**src/rtl/aux_adc_cal_pkg.sv**
```systemverilog
// Shared types and constants for the auxiliary ADC calibration sequencer.
// Holds the state encoding, the calMode codes and the default counter widths.
package aux_adc_cal_pkg;

   localparam int SETTLE_W_DEF = 8;
   localparam int PHASE_W_DEF  = 6;

   localparam logic [1:0] CAL_NONE = 2'b00;
   localparam logic [1:0] CAL_P1   = 2'b01;
   localparam logic [1:0] CAL_P2   = 2'b10;
   localparam logic [1:0] CAL_P3   = 2'b11;

   typedef enum logic [2:0] {
      ST_IDLE  = 3'd0,
      ST_PWRUP = 3'd1,
      ST_SHORT = 3'd2,
      ST_CAL1  = 3'd3,
      ST_CAL2  = 3'd4,
      ST_CAL3  = 3'd5,
      ST_RUN   = 3'd6
   } cal_state_e;

   function automatic int max_w(input int a, input int b);
      return (a > b) ? a : b;
   endfunction

   function automatic logic is_busy_state(input cal_state_e s);
      logic r;
      case (s)
         ST_PWRUP, ST_SHORT, ST_CAL1, ST_CAL2, ST_CAL3: r = 1'b1;
         default:                                       r = 1'b0;
      endcase
      return r;
   endfunction

endpackage

```
**src/rtl/aux_cal_timer.sv**
```systemverilog
// Loadable down-counter shared by the power-up settle and every calibration phase.
// A load of N makes expire_o rise after max(N,1)-1 further cycles, so the state lasts max(N,1) cycles.
module aux_cal_timer #(
   parameter int W = 8
) (
   input  logic         clk_i,
   input  logic         rst_ni,
   input  logic         load_i,
   input  logic [W-1:0] load_val_i,
   output logic         expire_o
);

   logic [W-1:0] cnt_q;
   logic [W-1:0] cnt_d;

   // Next count: load max(N,1)-1, otherwise count down and park at zero
   always_comb begin
      cnt_d = cnt_q;
      if (load_i) begin
         if (load_val_i == '0) begin
            cnt_d = '0;
         end else begin
            cnt_d = load_val_i - W'(1);
         end
      end else if (cnt_q != '0) begin
         cnt_d = cnt_q - W'(1);
      end else begin
         cnt_d = cnt_q;
      end
   end

   // Counter register
   always_ff @(posedge clk_i or negedge rst_ni) begin
      if (!rst_ni) begin
         cnt_q <= '0;
      end else begin
         cnt_q <= cnt_d;
      end
   end

   assign expire_o = (cnt_q == '0);

endmodule

```
**src/rtl/aux_adc_cal_seq.sv**
```systemverilog
// Power-up and calibration sequencer for the aux ADC I-channels CHI1/CHI2.
// Outputs are registered from the next-state decode so they change on the start edge itself.
module aux_adc_cal_seq #(
   parameter int SETTLE_W = aux_adc_cal_pkg::SETTLE_W_DEF,
   parameter int PHASE_W  = aux_adc_cal_pkg::PHASE_W_DEF
) (
   input  logic                PClkxCI,
   input  logic                PResetxRBI,
   input  logic                cal_start_i,
   input  logic                abort_i,
   input  logic [1:0]          ch_mask_i,
   input  logic [SETTLE_W-1:0] settle_cycles_i,
   input  logic [PHASE_W-1:0]  phase_cycles_i,
   input  logic                iqmux_cfg_i,
   output logic                CHI_adcEn_muxed,
   output logic                CHI1_chEn_muxed,
   output logic                CHI2_chEn_muxed,
   output logic [1:0]          CHI1_calMode_muxed,
   output logic [1:0]          CHI2_calMode_muxed,
   output logic                CHI1_short_muxed,
   output logic                CHI2_short_muxed,
   output logic                adc_iqmuxEn_i_muxed,
   output logic                busy_o,
   output logic                done_o,
   output logic                err_o
);
   import aux_adc_cal_pkg::*;

   localparam int TW = max_w(SETTLE_W, PHASE_W);

   cal_state_e          state_q, state_d;
   logic                ch_idx_q, ch_idx_d;
   logic [1:0]          mask_q, mask_d;
   logic [PHASE_W-1:0]  phase_q, phase_d;

   logic                adc_en_q, adc_en_d;
   logic                c1_en_q, c1_en_d, c2_en_q, c2_en_d;
   logic                c1_short_q, c1_short_d, c2_short_q, c2_short_d;
   logic [1:0]          c1_cal_q, c1_cal_d, c2_cal_q, c2_cal_d;
   logic                iqmux_q, iqmux_d;
   logic                busy_q, busy_d, done_q, done_d, err_q, err_d;

   logic                tmr_load_s;
   logic [TW-1:0]       tmr_val_s;
   logic                tmr_exp_s;
   logic                idle_or_run_s;
   logic                act_en_s, act_short_s;
   logic [1:0]          act_cal_s;

   aux_cal_timer #(.W(TW)) u_timer (
      .clk_i      (PClkxCI),
      .rst_ni     (PResetxRBI),
      .load_i     (tmr_load_s),
      .load_val_i (tmr_val_s),
      .expire_o   (tmr_exp_s)
   );

   // State, channel index, latched configuration and registered outputs
   always_ff @(posedge PClkxCI or negedge PResetxRBI) begin
      if (!PResetxRBI) begin
         state_q    <= ST_IDLE;
         ch_idx_q   <= 1'b0;
         mask_q     <= 2'b00;
         phase_q    <= '0;
         adc_en_q   <= 1'b0;
         c1_en_q    <= 1'b0;
         c2_en_q    <= 1'b0;
         c1_short_q <= 1'b0;
         c2_short_q <= 1'b0;
         c1_cal_q   <= CAL_NONE;
         c2_cal_q   <= CAL_NONE;
         iqmux_q    <= 1'b0;
         busy_q     <= 1'b0;
         done_q     <= 1'b0;
         err_q      <= 1'b0;
      end else begin
         state_q    <= state_d;
         ch_idx_q   <= ch_idx_d;
         mask_q     <= mask_d;
         phase_q    <= phase_d;
         adc_en_q   <= adc_en_d;
         c1_en_q    <= c1_en_d;
         c2_en_q    <= c2_en_d;
         c1_short_q <= c1_short_d;
         c2_short_q <= c2_short_d;
         c1_cal_q   <= c1_cal_d;
         c2_cal_q   <= c2_cal_d;
         iqmux_q    <= iqmux_d;
         busy_q     <= busy_d;
         done_q     <= done_d;
         err_q      <= err_d;
      end
   end

   assign idle_or_run_s = (state_q == ST_IDLE) || (state_q == ST_RUN);

   // Next state; a start from RUN skips power-up and times its first phase from the live input
   always_comb begin
      state_d    = state_q;
      ch_idx_d   = ch_idx_q;
      mask_d     = mask_q;
      phase_d    = phase_q;
      tmr_load_s = 1'b0;
      tmr_val_s  = '0;
      err_d      = 1'b0;
      if (abort_i) begin
         state_d = ST_IDLE;
      end else if (cal_start_i && idle_or_run_s) begin
         if (ch_mask_i != 2'b00) begin
            mask_d     = ch_mask_i;
            phase_d    = phase_cycles_i;
            ch_idx_d   = ~ch_mask_i[0];
            tmr_load_s = 1'b1;
            if (state_q == ST_IDLE) begin
               state_d   = ST_PWRUP;
               tmr_val_s = TW'(settle_cycles_i);
            end else begin
               state_d   = ST_SHORT;
               tmr_val_s = TW'(phase_cycles_i);
            end
         end else begin
            err_d = 1'b1;
         end
      end else if (tmr_exp_s) begin
         tmr_val_s = TW'(phase_q);
         case (state_q)
            ST_PWRUP: begin state_d = ST_SHORT; tmr_load_s = 1'b1; end
            ST_SHORT: begin state_d = ST_CAL1;  tmr_load_s = 1'b1; end
            ST_CAL1:  begin state_d = ST_CAL2;  tmr_load_s = 1'b1; end
            ST_CAL2:  begin state_d = ST_CAL3;  tmr_load_s = 1'b1; end
            ST_CAL3: begin
               if (!ch_idx_q && mask_q[1]) begin
                  state_d    = ST_SHORT;
                  ch_idx_d   = 1'b1;
                  tmr_load_s = 1'b1;
               end else begin
                  state_d = ST_RUN;
               end
            end
            ST_IDLE, ST_RUN: state_d = state_q;
            default:         state_d = ST_IDLE;
         endcase
      end else begin
         state_d = state_q;
      end
   end

   // Output decode from the next state, steering the active-channel controls to one channel
   always_comb begin
      act_en_s    = 1'b0;
      act_short_s = 1'b0;
      act_cal_s   = CAL_NONE;
      adc_en_d    = (state_d != ST_IDLE);
      c1_en_d     = 1'b0;
      c2_en_d     = 1'b0;
      c1_short_d  = 1'b0;
      c2_short_d  = 1'b0;
      c1_cal_d    = CAL_NONE;
      c2_cal_d    = CAL_NONE;
      iqmux_d     = 1'b0;
      case (state_d)
         ST_SHORT: begin act_en_s = 1'b1; act_short_s = 1'b1; act_cal_s = CAL_NONE; end
         ST_CAL1:  begin act_en_s = 1'b1; act_cal_s = CAL_P1; end
         ST_CAL2:  begin act_en_s = 1'b1; act_cal_s = CAL_P2; end
         ST_CAL3:  begin act_en_s = 1'b1; act_cal_s = CAL_P3; end
         ST_RUN: begin
            c1_en_d = mask_d[0];
            c2_en_d = mask_d[1];
            iqmux_d = iqmux_cfg_i;
         end
         default: act_en_s = 1'b0;
      endcase
      if (!ch_idx_d) begin
         c1_en_d    = c1_en_d | act_en_s;
         c1_short_d = act_short_s;
         c1_cal_d   = act_cal_s;
      end else begin
         c2_en_d    = c2_en_d | act_en_s;
         c2_short_d = act_short_s;
         c2_cal_d   = act_cal_s;
      end
      busy_d = is_busy_state(state_d);
      done_d = (state_d == ST_RUN) && (state_q != ST_RUN);
   end

   assign CHI_adcEn_muxed     = adc_en_q;
   assign CHI1_chEn_muxed     = c1_en_q;
   assign CHI2_chEn_muxed     = c2_en_q;
   assign CHI1_calMode_muxed  = c1_cal_q;
   assign CHI2_calMode_muxed  = c2_cal_q;
   assign CHI1_short_muxed    = c1_short_q;
   assign CHI2_short_muxed    = c2_short_q;
   assign adc_iqmuxEn_i_muxed = iqmux_q;
   assign busy_o              = busy_q;
   assign done_o              = done_q;
   assign err_o               = err_q;

endmodule
```
**config.mk**
```make
export PLATFORM = sky130hd
export DESIGN_NAME = aux_adc_cal_seq
export DESIGN_NICKNAME = d
export VERILOG_FILES = /design/src/rtl/aux_adc_cal_pkg.sv /design/src/rtl/aux_cal_timer.sv /design/src/rtl/aux_adc_cal_seq.sv
export SDC_FILE = /design/constraint.sdc
export NUM_CORES = 1
export LEC_CHECK = 0
export CAP_MARGIN = 20
export CORE_ASPECT_RATIO = 1.4
export CORE_MARGIN = 2
export CORE_UTILIZATION = 44
export DETAILED_ROUTE_END_ITERATION = 12
export PLACE_DENSITY = 0.75
export SYNTH_ARGS = -nofsm -noshare
export SYNTH_HDL_FRONTEND = slang
export SYNTH_HIERARCHICAL = 1
export SYNTH_SLANG_ARGS = --single-unit
```
**constraint.sdc**
```tcl
create_clock -name PClkxCI -period 4.59 [get_ports PClkxCI]
set_clock_uncertainty 0.1 [all_clocks]
set_input_delay 0.918 -clock PClkxCI [delete_from_list [all_inputs] [get_ports PClkxCI]]
set_output_delay 0.918 -clock PClkxCI [all_outputs]
set_load 0.01 [all_outputs]
```
==> impl_metrics.json, run 1 <==
{
  "die_w_um": 61.6,
  "cts_root_buf": "clkbuf_8",
  "grtUsageTotal_pct": 18.1,
  "grt_max_degree": 34,
  "rrSetupSlack_ps": 1010,
  "drt-initial-drc-count": 76,
  "antenna_found_initial": 0,
  "cts.sinks": 33,
  "internal-power_mw": 0.718,
  "ys_ff_latch": 33,
  "detail-route-antenna-nets": 0,
  "gp_congestion": 0.906,
  "cts_buffer_depth": 2,
  "grt_pass1_vias": 1549,
  "synth-async-reset-ratio_pct": 100,
  "synth_edf_count": 0,
  "firstDrtPassIters": 4,
  "comb_power_share_pct": 41.7,
  "hold_viol": 0,
  "cellPowerDensity_mw_per_mm2": 444,
  "dp.cells": 305,
  "report.power.total_mw": 1.11,
  "worstMarginPinSlew_ps": 766,
  "grt-busiest-layer": "met2",
  "syn_nets": 245,
  "grt_first_pass_wirelength_um": 7140,
  "path_class": "in -> reg",
  "cp_max_fo": 12,
  "vias_per_cell": 5.24,
  "slew_violations": 0,
  "crit_arrival_ps": 3750,
  "use_met1_pct": 23.1,
  "syn_area_per_cell_um2": 9.47,
  "diodes": 0,
  "core_region_area_mm2": 0.00450,
  "start_kind": "primary input",
  "synthesis.area_mm2": 0.00205,
  "start_util_pct": 45.5,
  "numCtsBuffers": 5,
  "finalSetupViolations": 0,
  "postLayoutCellArea_mm2": 0.00250,
  "io_buffers": 33,
  "fin_crit_ps": 3680,
  "relSlewSlack_pct": 48.9,
  "cap_viol_max_count": 0,
  "cts.repair.resized": 0,
  "drc_errors": 0,
  "io_pins": 34,
  "finish.utilization_pct": 55.5,
  "max_freq_mhz": 272,
  "vias": 1634,
  "cts_setup_buffers": 0,
  "power_leakage_nw": 1.11,
  "grtUsageMet3_pct": 4.31,
  "yosysSeqAreaShare_pct": 40.4,
  "syn_to_final_growth_pct": 22.1,
  "clk_pin_slew_ps": 70,
  "cts_tree": "built",
  "rsz0062_at_grt": "false",
  "status": "finished clean",
  "cts_htree_levels": 2,
  "p_switching_mw": 0.390,
  "synth_flop_cell": "dfrtp_1",
  "hold_class": "reg -> reg",
  "seqPwrFrac_pct": 38.5,
  "final_cell_count_no_fill": 312,
  "row_count": 29,
  "grt-ovfl-total": 0,
  "fin_crit_sh_pct": 80.1,
  "max-vdd-ir-drop_mv": 0.256,
  "clk_latency_ps": 290,
  "dpl_cell_area_mm2": 0.00241,
  "p_clk_share_pct": 19.8,
  "final_layout_size_suffix_gt1_share_pct": 8.80,
  "wl_per_cell_um": 13.8,
  "crit_required_ps": 4660,
  "dieHeight_um": 84.7,
  "wirelength_um": 4320,
  "swShare_pct": 35.2,
  "dieArea_mm2": 0.00522,
  "met2_usage_pct": 29.5,
  "cts_hold_buf": 0,
  "end_kind": "register",
  "syn_inst": 216,
  "ys_warn_count": 6,
  "setup-tns-final_ps": 0,
  "dp_hpwl_um": 3230,
  "synth.distinct_cells": 52,
  "fin_nets": 279
}
==> state kept, by name, summed over array words and instances, names as in the netlist, 2 cells and up <==
name                flops
u_timer/cnt_q           8
phase_q                 6
state_q                 3
CHI1_calMode_muxed      2
CHI2_calMode_muxed      2
mask_q                  2
==> critical path: stages <==
cell             delay [ps]
clkdlybuf4s50_1         630
nand2_2                 200
or3_1                   560
o21ai_0                 500
inv_1                   130
ha_1                    260
nor3b_1                 160
xnor2_1                 170
o22ai_1                 100
o21a_1                  130
==> metal layers <==
layer	vias up	routed length, um
li1	820	-
met1	782	1900
met2	28	2230
met3	4	138
met4	0	59
met5	-	0
==> worst paths after layout <==
| path | startpoint | to | cells after the start |
|---|---|---|---|
| max | cal_start_i | u_timer/cnt_q[4] | 10 |
| min | phase_q[3] | phase_q[3] | 2 |
| max reg2reg | state_q[0] | u_timer/cnt_q[7] | 10 |
| min reg2reg | phase_q[3] | phase_q[3] | 2 |
| max in group asynchronous | PResetxRBI | adc_iqmuxEn_i_muxed | 2 |
| min in group asynchronous | PResetxRBI | phase_q[4] | 2 |
==> cell type report <==
class                      count  area (um^2)
clock buffer                   7         86.3
fill                         428         2000
inverter                      16         60.1
multi-input combinational    158         1090
sequential                    33          826
tap                           62         77.6
timing repair buffer          36          353
==> power groups by stage <==
stage	logic [mW]	clock network, mW	registers, mW
after detailed placement	0.464	0	0.432
after global routing	0.517	0.236	0.439
after global placement	0.456	0	0.430
final	0.462	0.220	0.427
after floorplan	0.352	0	0.424
after CTS	0.467	0.225	0.427
==> cell usage after synthesis, drive strengths merged (3+ instances only) <==
master  number  area [um^2]
o21ai        8         40.0
clkbuf       4         16.3
nor2        14         55.1
mux2i       11          110
a211oi       3         27.5
or3          3         23.8
nand3        4         20.0
nor4         4         31.3
buf          5         48.8
nor3b        5         37.5
o22ai        5         31.3
nor3         7         35.0
inv         15         56.3
a21oi        8         51.3
nand3b       5         37.5
nor2b        4         25.0
xnor2       11         96.3
nand2b       5         31.3
dfrtp       33          826
ha           8          100
nand2       27          104
==> per-stage QoR <==
step / setup WS (ps) / hold WS, ps
after floorplan: 1210 / 346
final: 913 / 381
after global placement: 749 / 363
after detailed placement: 652 / 368
after CTS: 963 / 385
after global routing: 699 / 434
==> layout by cell type (no fill, tap or decap), drive strengths merged, types with 3 or more instances in the layout <==
master         instances
o21ai                  8
clkdlybuf4s50         33
xnor2                 11
buf                    3
nand2b                 5
nand3b                 5
or3                    3
nand3                  4
nor2b                  4
inv                   15
clkbuf                 7
mux2i                 11
ha                     8
nor3                   7
nor2                  14
dfrtp                 33
o22ai                  5
nand2                 27
a211oi                 3
nor3b                  5
a21oi                  8
nor4                   4
==> cell families after synthesis <==
group	after synthesis	share of synthesized area, %
and+or+nand+nor	87	22.9
muxes	13	6.67
DFF	33	40.4
AOI/OAI and AO/OA	39	14.3
buffers and inverters	25	6.12
xor gates and xnor gates	11	4.71
adders and majority gates	8	4.89
(Power assumes the default switching activity.)
==> inputs of run 2 (changes only) <==
--- a/config.mk
+++ b/config.mk
@@ -10,7 +10,7 @@
 export CORE_MARGIN = 2
 export CORE_UTILIZATION = 44
 export DETAILED_ROUTE_END_ITERATION = 12
-export PLACE_DENSITY = 0.75
+export PLACE_DENSITY = 0.78
 export SYNTH_ARGS = -nofsm -noshare
 export SYNTH_HDL_FRONTEND = slang
 export SYNTH_HIERARCHICAL = 1
==> constraint.sdc (replaced) <==
create_clock -name PClkxCI -period 3.3 [get_ports PClkxCI]
set_clock_uncertainty 0.1 [all_clocks]
set_input_delay 0.66 -clock PClkxCI [delete_from_list [all_inputs] [get_ports PClkxCI]]
set_output_delay 0.66 -clock PClkxCI [all_outputs]
set_load 0.01 [all_outputs]
==> run 2 against run 1 <==
Against the previous run:
- cell count grew 6.1%
- global-route usage up 1.6 points
- hold slack better by 2.1 ps
- first-iteration DRC count increased by 21%
- setup slack worse by 730 ps
- critical path depth increased by 2
- sequential cell count did not move
- utilization increased by 3.3 points
- sequential share of layout area down 1.9 points
- clock power up 35%
- critical endpoint is now u_timer/cnt_q[7]
- highest routed layer unchanged
==> impl_metrics.json, run 2 (synthesized netlist as in run 1, its figures left out) <==
{
  "status": "finished clean",
  "wirelength_um": 4800,
  "dr_wl_met3_um": 242,
  "worstPathCellList": "inv_1 > ha_2 > mux2_4 > nand2_2 > buf_4 > nor3_1 > a31oi_1 > nor2_1 > or4_4 > nor4_4 > mux2_1 > a22o_1",
  "final_layout_size_suffix_gt1_share_pct": 16.4,
  "grt_first_pass_wirelength_um": 7710,
  "fin_crit_ps": 3120,
  "gp_congestion": 0.866,
  "crit_required_ps": 3380,
  "fin_nets": 297,
  "critPathBufInv": 2,
  "seqPwrFrac_pct": 37.2,
  "wl_per_cell_um": 14.5,
  "layout_common_cells": "dfrtp_1 (33), clkdlybuf4s50_1 (33), nand2_1 (26)",
  "numCtsBuffers": 5,
  "start_kind": "register",
  "io_buffers": 33,
  "route.met2.wl_um": 2540,
  "drt-initial-drc-count": 92,
  "report.power.total_mw": 1.60,
  "dieHeight_um": 84.7,
  "vias": 1753,
  "max_stage_delay_ps": 580,
  "hold_viol": 0,
  "syn_to_final_growth_pct": 29.4,
  "start_util_pct": 45.5,
  "cellPowerDensity_mw_per_mm2": 603,
  "cts_root_buf": "clkbuf_8",
  "cp_max_fo": 9,
  "io_pins": 34,
  "crit_slowest_cell": "or4_4",
  "slew_violations": 0,
  "hold_class": "reg -> reg",
  "vias_per_cell": 5.30,
  "p_switching_mw": 0.578,
  "cp_top_family": "simple AND/OR/NAND/NOR gates",
  "power_leakage_nw": 1.21,
  "clk_latency_ps": 290,
  "fin_crit_sh_pct": 94.5,
  "grt_pass1_vias": 1684,
  "reg_top3": "u_timer/cnt_q x8, phase_q x6, state_q x3",
  "largest_reg_flops": 8,
  "wl_met1_um": 1920,
  "dp_hpwl_um": 3690,
  "comb_power_share_pct": 44.2,
  "end_kind": "register",
  "cts_buffer_depth": 2,
  "antenna_found_initial": 0,
  "firstDrtPassIters": 4,
  "drc_errors": 0,
  "grt_max_degree": 34,
  "core_region_area_mm2": 0.00450,
  "clk_pin_slew_ps": 70,
  "detail-route-antenna-nets": 0,
  "cap_viol_max_count": 0,
  "swShare_pct": 36.2,
  "cts_hold_buf": 0,
  "path_class": "reg -> reg",
  "worstMarginPinSlew_ps": 492,
  "dieArea_mm2": 0.00522,
  "cts_tree": "built",
  "row_count": 29,
  "highest_layer": "met4",
  "grtUsageTotal_pct": 19.7,
  "relSlewSlack_pct": 67.1,
  "crit_arrival_ps": 3200,
  "p_clk_share_pct": 18.6,
  "internal-power_mw": 1.02,
  "diodes": 0,
  "cts_htree_levels": 2,
  "rsz0062_at_grt": "false",
  "grt-ovfl-total": 0,
  "die_w_um": 61.6,
  "fillCellCount": 421,
  "top_register": "u_timer/cnt_q",
  "finalSetupViolations": 0,
  "max-vdd-ir-drop_mv": 0.364,
  "max_freq_mhz": 321,
  "setup-tns-final_ps": 0,
  "cts.sinks": 33
}
## run 2: power by group through the flow
stage                     clock network [mW]  logic [mW]  registers (mW)
after floorplan                            0       0.490           0.589
after global placement                     0       0.664           0.597
after detailed placement                   0       0.688           0.601
after CTS                              0.305       0.693           0.595
after global routing                   0.321       0.780           0.606
final                                  0.297       0.705           0.594
## run 2: worst paths after layout
| path | from | slack, ps | cells after the start | to |
|---|---|---|---|---|
| min | phase_q[1] | 380 | 2 | phase_q[1] |
| max reg2reg | state_q[0] | 180 | 12 | u_timer/cnt_q[7] |
| max | state_q[0] | 180 | 12 | u_timer/cnt_q[7] |
| min reg2reg | phase_q[1] | 380 | 2 | phase_q[1] |
| max in group asynchronous | PResetxRBI | 2120 | 2 | state_q[2] |
| min in group asynchronous | PResetxRBI | 670 | 2 | u_timer/cnt_q[5] |
## run 2: worst register-to-register path, delay by kind of cell, from the launching register on
kind / cells / cell delay (ps)
AOI/OAI and AO/OA: 2 / 370
and+or+nand+nor: 5 / 980
muxes: 2 / 650
DFF: 1 / 410
buffers and inverters: 2 / 270
adders and majority gates: 1 / 220
## run 2: timing repair
item | 4_1_cts | 5_1_grt
endpoints found under the setup margin | 0 | 5
setup buffers | 0 | 2
resized for setup | 0 | 4
## run 2: metrics by stage
stage	cell area (um^2)	std cells	util [%]	hold WS (ps)	setup WS, ps
3_5_place_dp	2530	321	56.3	366	72.7
6_report	2650	331	58.8	383	182
5_1_grt	2650	331	58.8	407	20.0
4_1_cts	2620	329	58.2	383	55.9
2_1_floorplan	2050	216	-	264	33.9
3_3_place_gp	2530	321	56.3	361	126
## run 2: layer usage
layer,vias to the layer above,track usage [%]
met5,-,0
met4,0,6.58
met3,12,4.01
met2,55,33.8
met1,830,23.7
li1,856,-
## run 2: final cells by class
class                      count  area [um^2]  area share, %
inverter                      16         60.1           2.27
tap                           62         77.6           2.93
timing repair buffer          54          488           18.4
sequential                    33          826           31.2
multi-input combinational    158         1110           41.9
clock buffer                   5         68.8           2.60
clock inverter                 3         17.5          0.662
==> inputs of run 3 (changes only) <==
--- a/config.mk
+++ b/config.mk
@@ -11,6 +11,7 @@
 export CORE_UTILIZATION = 44
 export DETAILED_ROUTE_END_ITERATION = 12
 export PLACE_DENSITY = 0.78
+export SLEW_MARGIN = 20
 export SYNTH_ARGS = -nofsm -noshare
 export SYNTH_HDL_FRONTEND = slang
 export SYNTH_HIERARCHICAL = 1
==> results of run 3 <==
The final DEF is identical to that of run 2; final timing and power are the same.
